File: src/rtl/ram_port_arbiter.sv
// Round-robin arbiter sharing one byte-enabled RAM port among NUM_REQ requesters,
// with optional grant lock for bursts and a fixed-latency response return path.
module ram_port_arbiter #(
    parameter int unsigned NUM_REQ     = 4,
    parameter int unsigned ADDR_WIDTH  = 16,
    parameter int unsigned DATA_WIDTH  = 32,
    parameter int unsigned BYTE_WIDTH  = 8,
    parameter int unsigned RAM_LATENCY = 1
) (
    input  logic                               clk_in,
    input  logic                               rst_in,
    input  logic [NUM_REQ-1:0]                 req_valid_i,
    output logic [NUM_REQ-1:0]                 req_ready_o,
    input  logic [NUM_REQ-1:0]                 req_lock_i,
    input  logic [NUM_REQ*ADDR_WIDTH-1:0]      req_addr_i,
    input  logic [NUM_REQ*DATA_WIDTH-1:0]      req_wdata_i,
    input  logic [NUM_REQ*(DATA_WIDTH/BYTE_WIDTH)-1:0] req_wstrb_i,
    output logic [NUM_REQ-1:0]                 rsp_valid_o,
    output logic                               rsp_write_o,
    output logic [DATA_WIDTH-1:0]              rsp_rdata_o,
    output logic [ADDR_WIDTH-1:0]              ram_addr_o,
    output logic [DATA_WIDTH-1:0]              ram_wdata_o,
    output logic [(DATA_WIDTH/BYTE_WIDTH)-1:0] ram_byte_en_o,
    input  logic [DATA_WIDTH-1:0]              ram_rdata_i
);

    localparam int unsigned STRB_W = DATA_WIDTH / BYTE_WIDTH;
    localparam int unsigned IDX_W  = (NUM_REQ > 1) ? $clog2(NUM_REQ) : 1;

    typedef enum logic [0:0] {
        ST_ARB    = 1'b0,
        ST_LOCKED = 1'b1
    } state_t;

    state_t             state;
    logic [IDX_W-1:0]   rr_ptr;
    logic [IDX_W-1:0]   owner;

    logic               grant_vld;
    logic [IDX_W-1:0]   grant_idx;
    logic [IDX_W-1:0]   cand;
    logic               accept;
    logic [STRB_W-1:0]  sel_strb;

    logic               pipe_vld [RAM_LATENCY];
    logic [IDX_W-1:0]   pipe_id  [RAM_LATENCY];
    logic               pipe_wr  [RAM_LATENCY];

    // Grant selection: locked owner only, else first valid after the rr pointer
    always_comb begin
        grant_vld = 1'b0;
        grant_idx = '0;
        cand      = '0;
        if (state == ST_LOCKED) begin
            grant_vld = req_valid_i[owner];
            grant_idx = owner;
        end else begin
            for (int unsigned k = 1; k <= NUM_REQ; k++) begin
                cand = IDX_W'((32'(rr_ptr) + k) % NUM_REQ);
                if (!grant_vld && req_valid_i[cand]) begin
                    grant_vld = 1'b1;
                    grant_idx = cand;
                end
            end
        end
    end

    assign accept   = grant_vld && !rst_in;
    assign sel_strb = req_wstrb_i[grant_idx*STRB_W +: STRB_W];

    // RAM port is a direct mux of the winner; byte enables forced low when idle
    always_comb begin
        req_ready_o   = '0;
        ram_byte_en_o = '0;
        ram_addr_o    = req_addr_i[grant_idx*ADDR_WIDTH +: ADDR_WIDTH];
        ram_wdata_o   = req_wdata_i[grant_idx*DATA_WIDTH +: DATA_WIDTH];
        if (accept) begin
            req_ready_o   = NUM_REQ'(1) << grant_idx;
            ram_byte_en_o = sel_strb;
        end
    end

    // Arbitration state and response tracking shift register
    always_ff @(posedge clk_in) begin
        if (rst_in) begin
            state  <= ST_ARB;
            rr_ptr <= IDX_W'(NUM_REQ - 1);
            owner  <= '0;
            for (int unsigned s = 0; s < RAM_LATENCY; s++) begin
                pipe_vld[s] <= 1'b0;
                pipe_id[s]  <= '0;
                pipe_wr[s]  <= 1'b0;
            end
        end else begin
            case (state)
                ST_ARB: begin
                    if (grant_vld) begin
                        rr_ptr <= grant_idx;
                        if (req_lock_i[grant_idx]) begin
                            state <= ST_LOCKED;
                            owner <= grant_idx;
                        end
                    end
                end
                ST_LOCKED: begin
                    if (!req_lock_i[owner]) begin
                        state <= ST_ARB;
                    end
                end
                default: state <= ST_ARB;
            endcase

            pipe_vld[0] <= accept;
            pipe_id[0]  <= grant_idx;
            pipe_wr[0]  <= |sel_strb;
            for (int unsigned s = 1; s < RAM_LATENCY; s++) begin
                pipe_vld[s] <= pipe_vld[s-1];
                pipe_id[s]  <= pipe_id[s-1];
                pipe_wr[s]  <= pipe_wr[s-1];
            end
        end
    end

    // Response returns to the beat's owner exactly RAM_LATENCY cycles after accept
    always_comb begin
        rsp_valid_o = '0;
        if (pipe_vld[RAM_LATENCY-1] && !rst_in) begin
            rsp_valid_o = NUM_REQ'(1) << pipe_id[RAM_LATENCY-1];
        end
    end

    assign rsp_write_o = pipe_wr[RAM_LATENCY-1];
    assign rsp_rdata_o = ram_rdata_i;

endmodule

File: config.mk
export PLATFORM = sky130hd
export DESIGN_NAME = ram_port_arbiter
export DESIGN_NICKNAME = d
export VERILOG_FILES = /design/src/rtl/ram_port_arbiter.sv
export SDC_FILE = /design/constraint.sdc
export NUM_CORES = 1
export LEC_CHECK = 0
export BUFFER_PORTS_ARGS = -buffer_cell sky130_fd_sc_hd__buf_2
export CAP_MARGIN = 25
export CORE_AREA = 10 10 124 126
export CTS_BUF_LIST = sky130_fd_sc_hd__clkbuf_2 sky130_fd_sc_hd__clkbuf_4 sky130_fd_sc_hd__clkbuf_8
export DETAILED_ROUTE_END_ITERATION = 10
export DIE_AREA = 0 0 134 136
export MAX_ROUTING_LAYER = met4
export PLACE_DENSITY = 0.58
export SLEW_MARGIN = 20
export SYNTH_ARGS = -nofsm -noshare
export SYNTH_HDL_FRONTEND = slang
export SYNTH_SLANG_ARGS = --single-unit
File: constraint.sdc
create_clock -name clk_in -period 3 [get_ports clk_in]
set_input_delay 0.45 -clock clk_in [delete_from_list [all_inputs] [get_ports clk_in]]
set_output_delay 0.45 -clock clk_in [all_outputs]
set_load 0.005 [all_outputs]
* Word-level counts from Yosys, hierarchy flattened *
Memory sizes are Yosys's and may differ from the RTL's.
Cells that the tools add are included.

cells by class
  $add $sub $neg = 4
  bitwise operators = 1
  mux-type cells = 43
  reductions and logical operators = 15
  shift operators = 5
  $lt $le $gt $ge = 6

operators with widths
  operator               number
  $shiftx A128 B8 Y32    1
  $shiftx A64 B7 Y16     1
  $mux W1                26
  $lt A2 B3 Y1 const B   6
  $shiftx A16 B5 Y4      1
  $bmux W1 S2            7
  $mux W2                6
  $mux W4                3
  $shl A1 B2 Y4 const A  2
  $logic_and A1 B1 Y1    5
  $add A2 B1 Y2 const B  2
  $add A2 B2 Y2 const B  2
  $logic_not A1 Y1       4
  $reduce_or A4 Y1       1
  $reduce_and A3 Y1      1
  $pmux W1 S2            1
  $reduce_and A2 Y1      1
  $reduce_or A1 Y1       2
  $reduce_or A2 Y1       1
  $not A1 Y1             1

word-level totals
  memories kept = 3
  output and inout bits = 93
  memory bits (writable) = 4
  register bits = 5

memories
  name      words  bits a word  read ports  clocked after Yosys merged registers in  wr ports  RTL line  source
  pipe_id   1      2            1           0                                        1         46        logic [IDX_W-1:0] pipe_id [RAM_LATENCY];
  pipe_vld  1      1            1           0                                        1         45        logic pipe_vld [RAM_LATENCY];
  pipe_wr   1      1            1           0                                        1         47        logic pipe_wr [RAM_LATENCY];

* Longest topological paths before layout *
  depth after elaboration = 22
  mapped depth = 9
  mapped depth without buffers = 6

* Least setup slack after synthesis *
No wires, ideal clock.

  path type = input -> output
  start = in req_valid_i[1]
  end = out ram_addr_o[0]
  arrival time = 1910 ps
  path buffers = 3
  slack = 640 ps
  stages on the path = 8
  cells stage by stage = or2_1 > a311o_1 > o21ai_4 > buf_6 > buf_2 > buf_2 > nand2_1 > a31oi_1

between the ends
  cells in the longest elaborated chain, start to end = 17
  elaborated cells between the ends (all ways) = 26

ends and longest elaborated chain
  what                           RTL line  source
  start: declaration             12        input logic [NUM_REQ-1:0] req_valid_i,
  $bmux W1 S2                    60        if (!grant_vld && req_valid_i[cand]) begin
  $mux W1 (implied by the code)  60
  $mux W1                        60
  $mux W1                        54        if (state == ST_LOCKED) begin
  $logic_not A1 Y1               60
  $logic_and A1 B1 Y1            60
  $mux W1                        60
  $mux W1                        54
  $logic_not A1 Y1               60
  $logic_and A1 B1 Y1            60
  $mux W1                        60
  $mux W1                        54
  $logic_not A1 Y1               60
  $logic_and A1 B1 Y1            60
  $mux W2 (*)                    60
  $mux W2 (*)                    54
  $shiftx A64 B7 Y16 (*)         75        ram_addr_o = req_addr_i[grant_idx*ADDR_WIDTH +: ADDR_WIDTH];
  end: declaration               21        output logic [ADDR_WIDTH-1:0] ram_addr_o,

Every way passes the cells marked *; elsewhere a longest branch is shown, timed or not. The select of a mux whose other input is x is not followed.

* Final worst setup path *
  start = reg rr_ptr[0]
  end = out ram_addr_o[15]

between the ends
  cells in the longest elaborated chain, start to end = 18
  elaborated cells between the ends (all ways) = 30

ends and longest elaborated chain
  what                           RTL line  source
  start: declaration             36        logic [IDX_W-1:0] rr_ptr;
  start signal: assignment       87        rr_ptr <= IDX_W'(NUM_REQ - 1);
  start signal: assignment       98        rr_ptr <= grant_idx;
  $add A2 B1 Y2                  59        cand = IDX_W'((32'(rr_ptr) + k) % NUM_REQ);
  $bmux W1 S2                    60
  $mux W1 (implied by the code)  60
  $mux W1                        60
  $mux W1                        54
  $logic_not A1 Y1               60
  $logic_and A1 B1 Y1            60
  $mux W1                        60
  [... 2 more ...]               n/a
  $logic_and A1 B1 Y1            60
  $mux W1                        60
  $mux W1                        54
  $logic_not A1 Y1               60
  $logic_and A1 B1 Y1            60
  $mux W2 (*)                    60
  $mux W2 (*)                    54
  $shiftx A64 B7 Y16 (*)         75

Marks and branches as above.

==> metrics.cfg <==
[outcome]
status = finished, final reports clean

[global_routing]
grt_pass1_wl_mm = 20.62
gr-usage-met2 = 0.2404
grt_max_degree = 47
antenna_found_initial = 1
grt_pass1_vias = 3845
met1_usage = 0.1643
grtUsageMet3 = 0.04170
busiest_layer = met2
gr-total-overflow = 0
grt_usage = 0.1431

[die]
io_pins = 343
die_w_um = 134
fp.dieH_um = 136
initial_core_util = 0.2012
placementRows = 42
core_area_um2 = 12980
die_area_um2 = 18220

[worst_setup_path]
rr_worst_depth = 6
r2r_end = state
cp_common_cell = buf_12
path_cells = nand2b_1, a311o_1, o21ai_4, buf_12, buf_12, and2_1, a211oi_1, a31oi_1, buf_2
worstSetupStartpoint = rr_ptr[0]
cp-start-kind = flip-flop
worstPathRequired_ps = 2550
reg2reg_from = rr_ptr[0]
path_class = reg -> out
critPathCaptureType = output pin
critPathMaxStageDelay_ps = 430
critPathMaxFanout = 32
cp.arrival_ps = 2430
crit_path_top_delay_cell = a311o_1
crit_end = ram_addr_o[15]
r2r_setup_slack_ps = 440

[yosys]
synth_cells = 408
netlist_top_cells_count = nand2_1 (103), a211oi_1 (56), and2_1 (52)
yosysSeqAreaShare = 0.06900
yosys.area.top_type = a211oi_1
yosysMostFrequentCell = nand2_1
synth_area_um2 = 2611
async_reset_ff_frac = 0
ys_seq_elements = 9
synth.net_count = 658
synth_enable_flop_cells = 0
avgSynthCellArea_um2 = 6.400
ys_types = 43
ys_warn_count = 0
synth.top_cells.by_area = a211oi_1 (16%), nand2_1 (15%), and2_1 (12%), a31oi_1 (12%), buf_4 (11%)
yosysTopAreaCellShare = 0.1610
synthFlopType = dfxtp_1

[clocking]
clock_sinks = 9
h-tree-depth = 1
cts_inserted_buffers = 3
cts-root-buf = clkbuf_8
clkSlewWorstSetupHoldPaths_ps = 50
ctsLongestPathBuffers = 2
tritoncts = yes
clk_latency_ps = 240

[sta]
setup_viol_count_final = 0
hold_slack_ps = 539.7
fmax_ghz = 0.3474
skew_ps = 1.626
timing.final.crit_share = 0.9594
finalWorstSetupSlack_ps = 121.9
worst_pin_slew_ps = 498.0
maxSlewHeadroom = 0.6680
hold_viol_final = 0
period_minus_slack_ps = 2878
final-max-slew-violation-count = 0

[drt]
antenna_left = 0
dr.first_iter.drc_count = 162
wl_per_cell_um = 18.22
dr.pass1.iters = 5
vias = 3896
drt_wl_total_mm = 14.87
drcViolationCount = 0
vias_per_cell = 4.775

[layout]
fin_area_um2 = 4108
nFillCells = 1452
final_layout_size_suffix_gt1_frac = 0.4977
area_growth_pct = 57.31
nNetsFinal = 890
fin_cells = 816

[hold_path]
hold_path.class = in -> reg

[flow_run]
maxCapViolCount = 0

[power]
power.density_nw_per_um2 = 969.0
ir_drop_mv = 0.6135
p_leak_uw = 0.002017
finalPower_uw = 3980

[place]
place_ws_ps = 73.50
dp.cells = 806
routabilityCongestion = 0.8563
port_buffers = 278
dp_hpwl_mm = 12.04
place_area_um2 = 3986

per-layer routing:
layer	up-vias	part of all wire
li1	1918	-
met1	1743	0.41
met2	209	0.47
met3	26	0.092
met4	0	0.021
met5	-	0
flip-flops by register name, summed over array words and instances, names as in the netlist:
name / count
owner: 2
pipe_id: 2
rr_ptr: 2
pipe_vld: 1
pipe_wr: 1
state: 1
layout by cell type (no fill, tap or decap), types with 3 or more instances in the layout:
cell type / n
nor2_1: 9
and2_1: 52
buf_2: 278
mux2i_1: 5
buf_12: 8
a211oi_1: 55
o221a_2: 3
dfxtp_1: 8
and3_1: 3
nor3_1: 3
clkbuf_8: 3
a31oi_1: 49
nand2_1: 103
mux2_2: 3
nor3b_1: 4
buf_4: 9
kinds of logic (layout without fill, tap and decap cells):
group	count (synthesis)	in the layout	synth area share
and+or+nand+nor	192	192	0.3632
AOI/OAI and AO/OA	123	126	0.3373
buffers and inverters	73	301	0.1778
muxes	10	10	0.04935
DFF	9	9	0.06900
xor gates and xnor gates	1	1	0.003355
other	0	1	0
report_power, final:
part | switching (µW) | leakage [µW] | internal, µW | total, µW
Combinational | 1960 | 0.00192 | 1630 | 3580
Sequential | 68.3 | 0.0000749 | 172 | 241
Clock | 53.1 | 0.0000262 | 102 | 155
critical path: cells and delay by family, from the launching register on:
| family | cells | cell delay, ps |
|---|---|---|
| buf+inv | 3 | 560 |
| simple gates | 2 | 300 |
| compound gates | 4 | 900 |
| flops | 1 | 390 |
final cells by class:
class                      instances  area, µm²  share of cell area
clock buffer                       4      48.80             0.01188
tap                              176      220.2             0.05361
timing repair buffer             295       1619              0.3942
sequential                         9      183.9             0.04478
multi-input combinational        329       2026              0.4931
inverter                           2      7.507            0.001828
antenna                            1      2.502           0.0006092
how the worst min path moves through the flow:
stage	depth (start not counted)	from	slack, ps	end
CTS	2	rst_in	530	pipe_id[0][1]
global route	2	rst_in	550	pipe_id[0][0]
finish	2	rst_in	540	pipe_id[0][1]
floorplan	1	owner[0]	530	owner[0]
global placement	1	rr_ptr[1]	610	rr_ptr[1]
detailed placement	1	rr_ptr[1]	610	rr_ptr[1]
stage by stage:
step / TNS [ps] / utilization
4_1_cts: 0 / 0.3118
3_3_place_gp: 0 / 0.3071
3_5_place_dp: 0 / 0.3071
5_1_grt: -0.7896 / 0.3165
6_report: 0 / 0.3165
2_1_floorplan: 0 / -
repair_timing:
action	in CTS	in global routing
pin swaps	1	1
gates resized for setup	1	2
hold buffers	0	0
gates cloned	1	2
endpoints found under the setup margin	26	24
buffers inserted	0	2
Power figures use the tool's default switching activity.
